**src/rtl/lsu_pkg.sv**
```systemverilog
// Shared types for the load/store unit: RISC-V width codes, FSM states and
// the access-size helper used by the optional bounds check.
package lsu_pkg;

  typedef enum logic [2:0] {
    F3_B  = 3'b000,
    F3_H  = 3'b001,
    F3_W  = 3'b010,
    F3_BU = 3'b100,
    F3_HU = 3'b101
  } funct3_t;

  typedef enum logic [2:0] {
    IDLE   = 3'd0,
    LOAD   = 3'd1,
    RMW_RD = 3'd2,
    STORE  = 3'd3,
    RESP   = 3'd4
  } state_t;

  // Bytes touched by an access; invalid codes report a word so they never
  // look smaller than a real access.
  function automatic logic [2:0] access_size(input logic [2:0] f3);
    case (f3)
      F3_B, F3_BU: access_size = 3'd1;
      F3_H, F3_HU: access_size = 3'd2;
      default:     access_size = 3'd4;
    endcase
  endfunction

endpackage

```
**src/rtl/load_store_unit_if.sv**
```systemverilog
// CPU-side request/response and RAM data-port signals of the load/store unit.
interface load_store_unit_if;
  // Handshake: a request transfers on a rising edge where req && ready; the
  // requester holds req/we/funct3/addr/wdata stable until then. The response
  // is the single-cycle done pulse, with err and rdata valid alongside it.
  logic        req;
  logic        we;
  logic [2:0]  funct3;
  logic [31:0] addr;
  logic [31:0] wdata;
  logic        ready;
  logic        done;
  logic        err;
  logic [31:0] rdata;
  logic [31:0] mem_addr;
  logic [31:0] mem_wdata;
  logic        mem_wr;
  logic [31:0] mem_rdata;

  modport master (
    output req, we, funct3, addr, wdata, mem_rdata,
    input  ready, done, err, rdata, mem_addr, mem_wdata, mem_wr
  );

  modport slave (
    input  req, we, funct3, addr, wdata, mem_rdata,
    output ready, done, err, rdata, mem_addr, mem_wdata, mem_wr
  );
endinterface

```
**src/rtl/lsu_align.sv**
```systemverilog
// Lane extraction for loads and lane merge for sub-word stores; purely
// combinational so LOAD and RMW_RD share one instance.
module lsu_align
  import lsu_pkg::*;
(
  input  logic [31:0] rd_word,
  input  logic [31:0] wdata,
  input  logic [1:0]  offset,
  input  logic [2:0]  funct3,
  output logic [31:0] load_val,
  output logic [31:0] store_word
);

  logic [7:0]  byte_lane;
  logic [15:0] half_lane;

  always_comb begin
    byte_lane = rd_word[8*offset +: 8];
    half_lane = rd_word[16*offset[1] +: 16];

    case (funct3)
      F3_B:    load_val = {{24{byte_lane[7]}}, byte_lane};
      F3_H:    load_val = {{16{half_lane[15]}}, half_lane};
      F3_BU:   load_val = {24'h0, byte_lane};
      F3_HU:   load_val = {16'h0, half_lane};
      default: load_val = rd_word;
    endcase

    // Only the addressed lane changes; the rest of the old word is kept.
    store_word = rd_word;
    case (funct3)
      F3_B:    store_word[8*offset +: 8]       = wdata[7:0];
      F3_H:    store_word[16*offset[1] +: 16]  = wdata[15:0];
      default: store_word                      = wdata;
    endcase
  end

endmodule

```
**src/rtl/load_store_unit.sv**
```systemverilog
// Load/store unit: word-aligned RAM accesses, sub-word stores by read-modify-write.
// Optional macro LSU_BOUNDS_CHECK_EN rejects accesses that run past MEM_BYTES.
module load_store_unit
  import lsu_pkg::*;
#(
  parameter int unsigned MEM_BYTES = 4096
) (
  input  logic               clk,
  input  logic               rst_n,
  load_store_unit_if.slave   bus,
  output state_t             dbg_state
);

  state_t      state;
  logic [2:0]  f3_q;
  logic [1:0]  off_q;
  logic [31:0] wdata_q;
  logic        ready_q;
  logic        done_q;
  logic        err_q;
  logic [31:0] rdata_q;
  logic [31:0] mem_addr_q;
  logic [31:0] mem_wdata_q;
  logic        mem_wr_q;
  logic        req_err;
  logic [31:0] load_val;
  logic [31:0] store_word;

  if (MEM_BYTES < 4) begin : g_mem_bytes_small
  end

  always_comb begin
    req_err = 1'b0;
    case (bus.funct3)
      F3_B:    req_err = 1'b0;
      F3_BU:   req_err = bus.we;
      F3_H:    req_err = bus.addr[0];
      F3_HU:   req_err = bus.we | bus.addr[0];
      F3_W:    req_err = (bus.addr[1:0] != 2'b00);
      default: req_err = 1'b1;
    endcase
`ifdef LSU_BOUNDS_CHECK_EN
    // 33-bit sum so an address near 2^32 cannot wrap back into range.
    if (({1'b0, bus.addr} + 33'(access_size(bus.funct3))) > 33'(MEM_BYTES))
      req_err = 1'b1;
`endif
  end

  lsu_align u_align (
    .rd_word    (bus.mem_rdata),
    .wdata      (wdata_q),
    .offset     (off_q),
    .funct3     (f3_q),
    .load_val   (load_val),
    .store_word (store_word)
  );

  always_ff @(posedge clk or negedge rst_n) begin
    if (!rst_n) begin
      state       <= IDLE;
      f3_q        <= 3'b000;
      off_q       <= 2'b00;
      wdata_q     <= 32'h0;
      ready_q     <= 1'b1;
      done_q      <= 1'b0;
      err_q       <= 1'b0;
      rdata_q     <= 32'h0;
      mem_addr_q  <= 32'h0;
      mem_wdata_q <= 32'h0;
      mem_wr_q    <= 1'b0;
    end else begin
      done_q   <= 1'b0;
      mem_wr_q <= 1'b0;
      case (state)
        IDLE: begin
          if (bus.req) begin
            ready_q <= 1'b0;
            f3_q    <= bus.funct3;
            off_q   <= bus.addr[1:0];
            wdata_q <= bus.wdata;
            if (req_err) begin
              err_q  <= 1'b1;
              done_q <= 1'b1;
              state  <= RESP;
            end else begin
              err_q      <= 1'b0;
              mem_addr_q <= {bus.addr[31:2], 2'b00};
              if (!bus.we) begin
                state <= LOAD;
              end else if (bus.funct3 == F3_W) begin
                mem_wdata_q <= bus.wdata;
                mem_wr_q    <= 1'b1;
                state       <= STORE;
              end else begin
                state <= RMW_RD;
              end
            end
          end
        end
        LOAD: begin
          rdata_q <= load_val;
          done_q  <= 1'b1;
          state   <= RESP;
        end
        RMW_RD: begin
          mem_wdata_q <= store_word;
          mem_wr_q    <= 1'b1;
          state       <= STORE;
        end
        STORE: begin
          done_q <= 1'b1;
          state  <= RESP;
        end
        RESP: begin
          ready_q <= 1'b1;
          state   <= IDLE;
        end
        default: begin
          ready_q <= 1'b1;
          state   <= IDLE;
        end
      endcase
    end
  end

  assign bus.ready     = ready_q;
  assign bus.done      = done_q;
  assign bus.err       = err_q;
  assign bus.rdata     = rdata_q;
  assign bus.mem_addr  = mem_addr_q;
  assign bus.mem_wdata = mem_wdata_q;
  assign bus.mem_wr    = mem_wr_q;
  assign dbg_state     = state;

endmodule

```
**src/flat_wrapper.sv**
```systemverilog
// flat-port wrapper written by rule: the top's interface ports become plain ports
module load_store_unit_flat import lsu_pkg::*;
#(
  parameter int unsigned MEM_BYTES = 4096
)
  (clk, rst_n, dbg_state, bus_req, bus_we, bus_funct3, bus_addr, bus_wdata, bus_mem_rdata, bus_ready, bus_done, bus_err, bus_rdata, bus_mem_addr, bus_mem_wdata, bus_mem_wr);
  load_store_unit_if bus_i ();
  input  logic clk;
  input  logic rst_n;
  output state_t dbg_state;
  input wire logic [$bits(bus_i.req)-1:0] bus_req;
  input wire logic [$bits(bus_i.we)-1:0] bus_we;
  input wire logic [$bits(bus_i.funct3)-1:0] bus_funct3;
  input wire logic [$bits(bus_i.addr)-1:0] bus_addr;
  input wire logic [$bits(bus_i.wdata)-1:0] bus_wdata;
  input wire logic [$bits(bus_i.mem_rdata)-1:0] bus_mem_rdata;
  output wire logic [$bits(bus_i.ready)-1:0] bus_ready;
  output wire logic [$bits(bus_i.done)-1:0] bus_done;
  output wire logic [$bits(bus_i.err)-1:0] bus_err;
  output wire logic [$bits(bus_i.rdata)-1:0] bus_rdata;
  output wire logic [$bits(bus_i.mem_addr)-1:0] bus_mem_addr;
  output wire logic [$bits(bus_i.mem_wdata)-1:0] bus_mem_wdata;
  output wire logic [$bits(bus_i.mem_wr)-1:0] bus_mem_wr;
  assign bus_i.req = bus_req;
  assign bus_i.we = bus_we;
  assign bus_i.funct3 = bus_funct3;
  assign bus_i.addr = bus_addr;
  assign bus_i.wdata = bus_wdata;
  assign bus_i.mem_rdata = bus_mem_rdata;
  assign bus_ready = bus_i.ready;
  assign bus_done = bus_i.done;
  assign bus_err = bus_i.err;
  assign bus_rdata = bus_i.rdata;
  assign bus_mem_addr = bus_i.mem_addr;
  assign bus_mem_wdata = bus_i.mem_wdata;
  assign bus_mem_wr = bus_i.mem_wr;
  load_store_unit #(.MEM_BYTES(MEM_BYTES)) u_core (.clk(clk), .rst_n(rst_n), .bus(bus_i), .dbg_state(dbg_state));
endmodule
```
**config.mk**
```make
export PLATFORM = sky130hd
export DESIGN_NAME = load_store_unit_flat
export DESIGN_NICKNAME = d
export VERILOG_FILES = /design/src/rtl/lsu_pkg.sv /design/src/rtl/load_store_unit_if.sv /design/src/rtl/lsu_align.sv /design/src/rtl/load_store_unit.sv /design/src/flat_wrapper.sv
export SDC_FILE = /design/constraint.sdc
export NUM_CORES = 1
export LEC_CHECK = 0
export ABC_AREA = 1
export CORE_ASPECT_RATIO = 1.1
export CORE_UTILIZATION = 54
export DETAILED_ROUTE_END_ITERATION = 16
export PLACE_DENSITY = 0.93
export SLEW_MARGIN = 40
export SYNTH_ARGS = -nofsm -noshare
export SYNTH_HDL_FRONTEND = slang
export SYNTH_SLANG_ARGS = --single-unit
```
**constraint.sdc**
```tcl
create_clock -name clk -period 3.65 [get_ports clk]
set_clock_uncertainty 0.15 [all_clocks]
set_input_delay 0.73 -clock clk [delete_from_list [all_inputs] [get_ports clk]]
set_output_delay 0.73 -clock clk [all_outputs]
set_load 0.01 [all_outputs]
```
==> impl_metrics.env, run 1 <==
export IMPL_synth_cell_area_um2=8190
export IMPL_antennaDiodeCount=0
export IMPL_clk_pin_slew_worst_paths_ps=60
export IMPL_rows=46
export IMPL_dp_cells=1567
export IMPL_fin_crit_ps=2610
export IMPL_relSlewSlack=0.488
export IMPL_dpl_hpwl_mm=19.0
export IMPL_path_common_cell="nand2_1"
export IMPL_synth_cell_types=33
export IMPL_dr_total_vias=8835
export IMPL_critPathArrivalTime_ps=2830
export IMPL_antenna_found_initial=0
export IMPL_critPathMaxStageDelay_ps=540
export IMPL_critPathSlowestCell="inv_2"
export IMPL_cts_root_buffer="clkbuf_16"
export IMPL_rsz0062_at_grt="no"
export IMPL_syn_area_per_cell_um2=6.69
export IMPL_ir_drop_uv=487
export IMPL_powerDensity_nw_per_um2=896
export IMPL_ys_warn_count=0
export IMPL_core_area_um2=14600
export IMPL_detail_route_antenna_nets=0
export IMPL_cts_resized=0
export IMPL_clk_path_buf_depth=2
export IMPL_cts_tree="yes"
export IMPL_postSynthCellCount=1223
export IMPL_dr_pass1_iters=6
export IMPL_synth_enable_flop_cells=0
export IMPL_hold_violations=0
export IMPL_initial_core_util=0.560
export IMPL_drt_iter0_markers=1002
export IMPL_htreeDepth=4
export IMPL_worst_slew_pin_slew_ps=766
export IMPL_routedWlPerCell_um=16.9
export IMPL_seq_area_frac_synth=0.422
export IMPL_async_flop_share=1.00
export IMPL_fin_area_um2=10800
export IMPL_wirelength_mm=27.0
export IMPL_leakagePower_nw=5.35
export IMPL_place_gp_congestion=0.982
export IMPL_drive_above_1_share=0.0746
export IMPL_io_pins=206
export IMPL_die_h_um=131
export IMPL_grt_pass1_vias=8767
export IMPL_vias_per_cell=5.53
export IMPL_die_area_um2=15700
export IMPL_post_cts_buffers=0
export IMPL_clock_latency_ps=440
export IMPL_use_met2=0.574
export IMPL_nets=1502
export IMPL_instances_no_fill=1599
export IMPL_r2r_slack_ps=1240
export IMPL_clock_sinks=138
export IMPL_path_depth=8
export IMPL_drv_cap=0
export IMPL_die_w_um=119
export IMPL_reg2reg_from="u_core.off_q[1]"
export IMPL_syn_to_final_growth_pct=31.7
export IMPL_portBuffers=203
export IMPL_crit_family="simple AND/OR/NAND/NOR gates"
export IMPL_fmaxAchievable_ghz=0.384
export IMPL_met3_usage=0.0842
export IMPL_ys_ff_latch=138
export IMPL_grt_busiest_layer="met2"
export IMPL_tns_ps=0
export IMPL_required_ps=3880
export IMPL_grt_max_degree=73
export IMPL_cts_buffers_inserted=17
export IMPL_utilization=0.738
export IMPL_status="complete, no violations"
export IMPL_holdCritPathClass="input port to asynchronous set/reset pin"
export IMPL_worst_setup_path_type="input port to flop"
export IMPL_end_kind="flop"
export IMPL_grt_usage=0.359
export IMPL_path_cells="clkdlybuf4s50_1 > nor2_1 > nand3_1 > nand2_1 > nand2_1 > inv_2 > nand2_1 > nand2_1"
export IMPL_cts_hold_buf=0
export IMPL_finalMaxSlewViolations=0
export IMPL_path_max_fanout=30
export IMPL_setup_viol=0
export IMPL_grtUsageMet1=0.459
export IMPL_post_route_period_util=0.714
export IMPL_ys_flop_type="dfrtp_1"
export IMPL_rr_worst_depth=8
export IMPL_place_area_um2=10200
export IMPL_worstReg2RegEnd="u_core.bus.rdata[21]"
export IMPL_critPathBufInv=2
export IMPL_critPathLaunchType="input port"
export IMPL_drc=0
export IMPL_overflow=0
export IMPL_grt_first_pass_wirelength_mm=44.1
cells in the mapped netlist, types with 2 or more instances:
master      n  area share
buf_1       3      0.0014
buf_4      16       0.015
ha_1        5      0.0076
o211ai_1    2      0.0018
inv_1      94       0.043
nor2_4      3      0.0041
or2_1       5      0.0038
nand2_2     2      0.0015
o21ai_1    14      0.0086
a21oi_1    47       0.029
o21ai_0    37       0.023
or2_2      33       0.025
o22ai_1     8      0.0061
buf_6       4      0.0055
or2_0       5      0.0038
nand3_1   101       0.062
nor2_1    110       0.050
nand2_1   517        0.24
a31oi_1     6      0.0046
buf_2      26       0.016
nor2_2      3      0.0023
nand4_1     8      0.0061
inv_2      10      0.0046
dfrtp_1   137        0.42
clkbuf_1   19      0.0087
routing by layer:
layer / vias up / wire (um)
li1: 4125 / -
met1: 4075 / 10600
met2: 531 / 12600
met3: 104 / 2600
met4: 0 / 1210
met5: - / 0
cell usage in the layout (no fill, tap or decap):
cell and instances:
o21ai_2 1, dfrtp_1 137, buf_6 1, or2_1 5
a21oi_1 47, inv_1 94, inv_2 10, nand2_1 517
clkinv_4 1, o21ai_0 37, nor3_4 1, ha_1 5
inv_8 2, buf_4 17, nor2_4 3, nand4_1 8
nand3_1 101, or2_0 5, clkdlybuf4s50_1 202, clkbuf_16 17
o211ai_1 2, o21a_1 1, conb_1 2, a31oi_1 6
clkinvlp_4 6, inv_6 3, dfstp_2 1, clkbuf_8 1
nand2_2 2, o22ai_1 8, o21ai_1 14, nor2_1 110
clkinv_1 1, nor2_2 3, or2_2 33, clkinv_2 1
nor2_8 1, bufinv_16 1
area by class of cell:
cell class	count	area, um^2
Clock inverter	14	138
Fill cell	1128	3830
Timing Repair Buffer	220	2160
Sequential cell	138	3450
Multi-Input combinational cell	912	3960
Clock buffer	18	439
Tap cell	192	240
Inverter	105	394
worst reg2reg max path: stages (launching register included):
cell     delay, ps
dfrtp_1        360
buf_4          490
nand2_1        160
o21ai_0        130
o21ai_1        120
nand2_1        590
nand3_1        180
nand2_1        100
inv_1           40
state kept, by name, summed over array words and instances (netlist names), 2 cells and up:
signal,count
u_core.bus.mem_wdata,32
u_core.f3_q,3
u_core.wdata_q,32
u_core.bus.rdata,32
u_core.dbg_state,3
u_core.off_q,2
u_core.bus.mem_addr,30
worst max-delay path by stage:
stage	end	from	slack [ps]
6_report	u_core.bus.mem_addr[29]	bus_funct3[2]	1040
5_1_grt	u_core.bus.mem_addr[29]	bus_funct3[0]	800
4_1_cts	u_core.bus.mem_addr[29]	bus_funct3[2]	1080
3_5_place_dp	u_core.bus.mem_addr[13]	bus_funct3[2]	710
3_3_place_gp	u_core.bus.mem_addr[19]	bus_funct3[2]	850
2_1_floorplan	u_core.bus.mem_wdata[16]	u_core.off_q[0]	1330
metrics by stage:
stage               hold WS, ps  setup slack (ps)  power, mW
floorplan                   284              1330       5.79
global placement            312               848       7.68
detailed placement          316               706       7.80
CTS                         188              1080       9.59
global route                220               798       10.3
finish                      151              1040       9.66
power by group:
group	total, mW	switching [mW]	leakage [nW]	internal (mW)
Clock	1.71	0.739	0.265	0.968
Combinational	5.16	3.06	3.39	2.10
Sequential	2.80	0.522	1.70	2.28
logic make-up after synthesis:
| group | Yosys count | share of synthesized area |
|---|---|---|
| buffers and inverters | 174 | 0.0949 |
| other | 1 | 0.000458 |
| flip-flops | 138 | 0.422 |
| adder cells (fa/ha/maj) | 5 | 0.00764 |
| AND/OR/NAND/NOR | 789 | 0.401 |
| AO/OA/AOI/OAI | 116 | 0.0744 |
Power figures use the tool's default switching activity.
==> run 2, diff against run 1 <==
Settings changed: CORE_UTILIZATION 54 to 45, PLACE_DENSITY 0.93 to 0.83.
Clock period 3.65 ns to 2.3 ns, I/O delays scaled along.
==> impl_metrics.env, run 2 (same netlist as run 1, synthesis figures left out) <==
export IMPL_clk_pin_slew_worst_paths_ps=70
export IMPL_grt_pass1_vias=8190
export IMPL_initial_core_util=0.461
export IMPL_overflow=0
export IMPL_path_max_fanout=7
export IMPL_intPower_mw=8.73
export IMPL_place_area_um2=10400
export IMPL_drv_cap=0
export IMPL_status="complete, no violations"
export IMPL_drive_above_1_share=0.0819
export IMPL_critPathLaunchType="flop"
export IMPL_end_kind="output pin"
export IMPL_hold_violations=0
export IMPL_leakagePower_nw=5.47
export IMPL_clk_path_buf_depth=2
export IMPL_comb_power_share=0.530
export IMPL_vias_per_cell=5.18
export IMPL_post_route_period_util=0.975
export IMPL_htreeDepth=4
export IMPL_clock_sinks=138
export IMPL_drt_iter0_markers=774
export IMPL_holdCritPathClass="flop to flop"
export IMPL_detail_route_antenna_nets=0
export IMPL_ir_drop_uv=796
export IMPL_critPathBufInv=1
export IMPL_crit_family="buffers and inverters"
export IMPL_wirelength_mm=26.0
export IMPL_dpl_hpwl_mm=19.1
export IMPL_instances_no_fill=1654
export IMPL_core_area_um2=17700
export IMPL_fin_worst_hold_slack_ps=330
export IMPL_die_w_um=131
export IMPL_fillCellCount=1610
export IMPL_swShare=0.440
export IMPL_critPathArrivalTime_ps=1630
export IMPL_drc=0
export IMPL_final_cell_mix="nand2_1, clkdlybuf4s50_1, dfrtp_1"
export IMPL_final_common_cell="nand2_1"
export IMPL_io_pins=206
export IMPL_routedWlPerCell_um=15.7
export IMPL_portBuffers=203
export IMPL_switchingPower_mw=6.85
export IMPL_tns_ps=0
export IMPL_rsz0062_at_grt="no"
export IMPL_antenna_found_initial=0
export IMPL_powerDensity_nw_per_um2=1410
export IMPL_critPathSlowestCell="clkdlybuf4s50_1"
export IMPL_fmaxAchievable_ghz=0.446
export IMPL_r2r_slack_ps=250
export IMPL_relSlewSlack=0.511
export IMPL_grt_max_degree=53
export IMPL_syn_to_final_growth_pct=34.9
export IMPL_finalMaxSlewViolations=0
export IMPL_cts_root_buffer="clkbuf_16"
export IMPL_grt_first_pass_wirelength_mm=41.6
export IMPL_fin_area_um2=11000
export IMPL_die_h_um=143
export IMPL_antennaDiodeCount=0
export IMPL_required_ps=1690
export IMPL_fin_crit_ps=2240
export IMPL_clock_latency_ps=440
export IMPL_rows=51
export IMPL_dr_pass1_iters=5
export IMPL_utilization=0.622
export IMPL_worst_setup_path_type="flop to output pin"
export IMPL_nets=1511
export IMPL_cts_tree="yes"
export IMPL_post_cts_buffers=0
export IMPL_path_cells="clkdlybuf4s50_1"
export IMPL_cts_buffers_inserted=17
export IMPL_place_gp_congestion=1.01
export IMPL_power_frac_clock=0.188
export IMPL_worst_slew_pin_slew_ps=732
export IMPL_dp_cells=1621
export IMPL_setup_viol=0
export IMPL_grt_usage=0.289
export IMPL_die_area_um2=18700
export IMPL_critPathMaxStageDelay_ps=630
export IMPL_dr_total_vias=8562
export IMPL_pwr_share_seq=0.283
[run 2: cell types whose count changed in the layout (fill, tap and decap cells not counted), sizes merged]
cell / change
buf: +8
clkinv: +1
inv: +5
dlygate4sd3: +1
bufinv: +1
clkinvlp: -6
clkbuf: -1
[run 2: per-layer routing]
metal | routed length, um | GRT usage
met5 | 0 | 0
met4 | 1160 | 0.147
met3 | 2130 | 0.0596
met2 | 11700 | 0.444
met1 | 11000 | 0.385
[run 2: power by group through the flow]
stage	sequential (mW)	combinational, mW	clock, mW
final	4.40	8.25	2.92
after global routing	4.53	9.15	3.04
after CTS	4.39	8.19	2.93
after detailed placement	4.39	8.12	0
after global placement	4.38	7.99	0
after floorplan	4.65	4.57	0
[run 2: final cells by class]
class	count	area (um^2)	area share
well taps	238	298	0.0270
inverters	105	395	0.0358
clock inverters	15	194	0.0176
flip-flops and latches	138	3450	0.313
multi-input cells	912	3970	0.359
repair buffers	229	2310	0.209
clock buffers	17	425	0.0385
[run 2: repair_timing]
item	CTS	global route
resized for setup	0	2
setup endpoints to repair	0	10
hold buffers	1	0
hold endpoints to repair	49	0
[run 2: path summary, 6_finish.rpt]
path | startpoint | to | cells after the start
setup / recovery | u_core.dbg_state[2] | dbg_state[2] | 1
hold / removal | u_core.bus.mem_addr[22] | u_core.bus.mem_addr[22] | 2
hold reg to reg | u_core.bus.mem_addr[22] | u_core.bus.mem_addr[22] | 2
setup reg to reg | u_core.off_q[0] | u_core.bus.mem_wdata[12] | 8
min in group asynchronous | rst_n | u_core.bus.mem_wdata[1] | 2
max in group asynchronous | rst_n | u_core.bus.mem_wdata[29] | 3
[run 2: metrics by stage]
stage / worst slack, ps / total power [mW]
after floorplan: 15.9 / 9.21
after global placement: 71.0 / 12.4
after detailed placement: -11.4 / 12.5
after CTS: 53.9 / 15.5
after global routing: 18.1 / 16.7
final: 58.0 / 15.6
==> run 3, diff against run 2 <==
Settings changed: CORE_UTILIZATION 45 to 38, PLACE_DENSITY 0.83 to 0.73.
==> impl_metrics.env, run 3 (same netlist as run 1, synthesis figures left out) <==
export IMPL_fin_crit_ps=2150
export IMPL_initial_core_util=0.393
export IMPL_finalMaxSlewViolations=0
export IMPL_instances_no_fill=1708
export IMPL_met1_length_mm=12.1
export IMPL_grt_usage=0.254
export IMPL_clock_sinks=138
export IMPL_rows=55
export IMPL_drt_iter0_markers=664
export IMPL_die_h_um=156
export IMPL_finalPower_mw=15.4
export IMPL_path_depth=1
export IMPL_intPower_mw=8.54
export IMPL_setup_viol=0
export IMPL_path_max_fanout=7
export IMPL_cts_buffers_inserted=17
export IMPL_switchingPower_mw=6.82
export IMPL_cts_resized=0
export IMPL_portBuffers=203
export IMPL_rsz0062_at_grt="no"
export IMPL_highest_layer="met4"
export IMPL_grt_pass1_vias=7988
export IMPL_worst_slew_pin_slew_ps=729
export IMPL_dr_total_vias=8447
export IMPL_clk_path_buf_depth=2
export IMPL_nets=1518
export IMPL_die_w_um=142
export IMPL_place_ws_ps=-40.5
export IMPL_io_pins=206
export IMPL_grt_first_pass_wirelength_mm=43.5
export IMPL_crit_family="buffers and inverters"
export IMPL_met3_length_mm=2.26
export IMPL_relSlewSlack=0.513
export IMPL_regArea_um2=3450
export IMPL_cts_root_buffer="clkbuf_16"
export IMPL_dp_cells=1675
export IMPL_vias_per_cell=4.95
export IMPL_routedWlPerCell_um=16.1
export IMPL_powerDensity_nw_per_um2=1390
export IMPL_clock_latency_ps=420
export IMPL_dr_pass1_iters=6
export IMPL_end_kind="output pin"
export IMPL_drv_cap=0
export IMPL_leakagePower_nw=5.47
export IMPL_antennaDiodeCount=0
export IMPL_hold_violations=0
export IMPL_core_area_um2=20900
export IMPL_dpl_hpwl_mm=20.3
export IMPL_final_common_cell="nand2_1"
export IMPL_worst_setup_path_type="flop to output pin"
export IMPL_comb_power_share=0.540
export IMPL_cts_tree="yes"
export IMPL_grt_max_degree=67
export IMPL_place_area_um2=10500
export IMPL_htreeDepth=4
export IMPL_ir_drop_uv=728
export IMPL_path_cells="clkdlybuf4s50_1"
export IMPL_fin_worst_hold_slack_ps=329
export IMPL_tns_ps=0
export IMPL_post_route_period_util=0.936
export IMPL_place_gp_congestion=0.980
export IMPL_swShare=0.444
export IMPL_fin_area_um2=11100
export IMPL_syn_to_final_growth_pct=35.4
export IMPL_critPathLaunchType="flop"
export IMPL_critPathMaxStageDelay_ps=610
export IMPL_status="complete, no violations"
export IMPL_hold_path_cell_count=2
export IMPL_wl_met2_mm=12.4
export IMPL_antenna_found_initial=0
export IMPL_clk_pin_slew_worst_paths_ps=60
export IMPL_drive_above_1_share=0.0850
export IMPL_pwr_share_seq=0.286
export IMPL_critPathBufInv=1
export IMPL_critPathArrivalTime_ps=1540
export IMPL_power_frac_clock=0.174
export IMPL_detail_route_antenna_nets=0
export IMPL_post_cts_buffers=0
export IMPL_die_area_um2=22100
export IMPL_cts_hold_buf=1
export IMPL_overflow=0
export IMPL_wirelength_mm=27.5
export IMPL_multi_input_area_um2=3960
export IMPL_drc=0
export IMPL_final_cell_mix="nand2_1, clkdlybuf4s50_1, dfrtp_1"
export IMPL_holdCritPathClass="flop to flop"
export IMPL_critPathSlowestCell="clkdlybuf4s50_1"
export IMPL_fillCellCount=2039
export IMPL_rr_worst_depth=9
export IMPL_utilization=0.531
export IMPL_layout_setup_ws_ps=147
export IMPL_required_ps=1690
export IMPL_fmaxAchievable_ghz=0.464
[run 3: path summary, 6_finish.rpt]
check / endpoint / start / slack [ps]
max: dbg_state[2] / u_core.dbg_state[2] / 150
min: u_core.bus.mem_wdata[27] / u_core.bus.mem_wdata[27] / 330
max reg2reg: u_core.bus.mem_wdata[0] / u_core.off_q[0] / 220
min reg2reg: u_core.bus.mem_wdata[27] / u_core.bus.mem_wdata[27] / 330
max in group asynchronous: u_core.wdata_q[28] / rst_n / 970
min in group asynchronous: u_core.bus.mem_wdata[1] / rst_n / 380
[run 3: power by group through the flow]
stage	Clock, mW	Combinational, mW	Sequential (mW)
finish	2.68	8.29	4.40
global route	2.81	9.20	4.53
CTS	2.71	8.28	4.40
detailed placement	0	8.23	4.41
global placement	0	8.16	4.40
floorplan	0	4.57	4.65
[run 3: area by class of cell]
cell class,count,share of cell area
inverters,105,0.0357
multi-input cells,912,0.358
repair buffers,236,0.212
clock inverters,14,0.0113
clock buffers,18,0.0396
flip-flops and latches,138,0.312
well taps,285,0.0322
[run 3: routing by layer]
layer,vias to the layer above,track usage
met5,-,0
met4,0,0.0819
met3,47,0.0620
met2,367,0.395
met1,3882,0.347
li1,4151,-
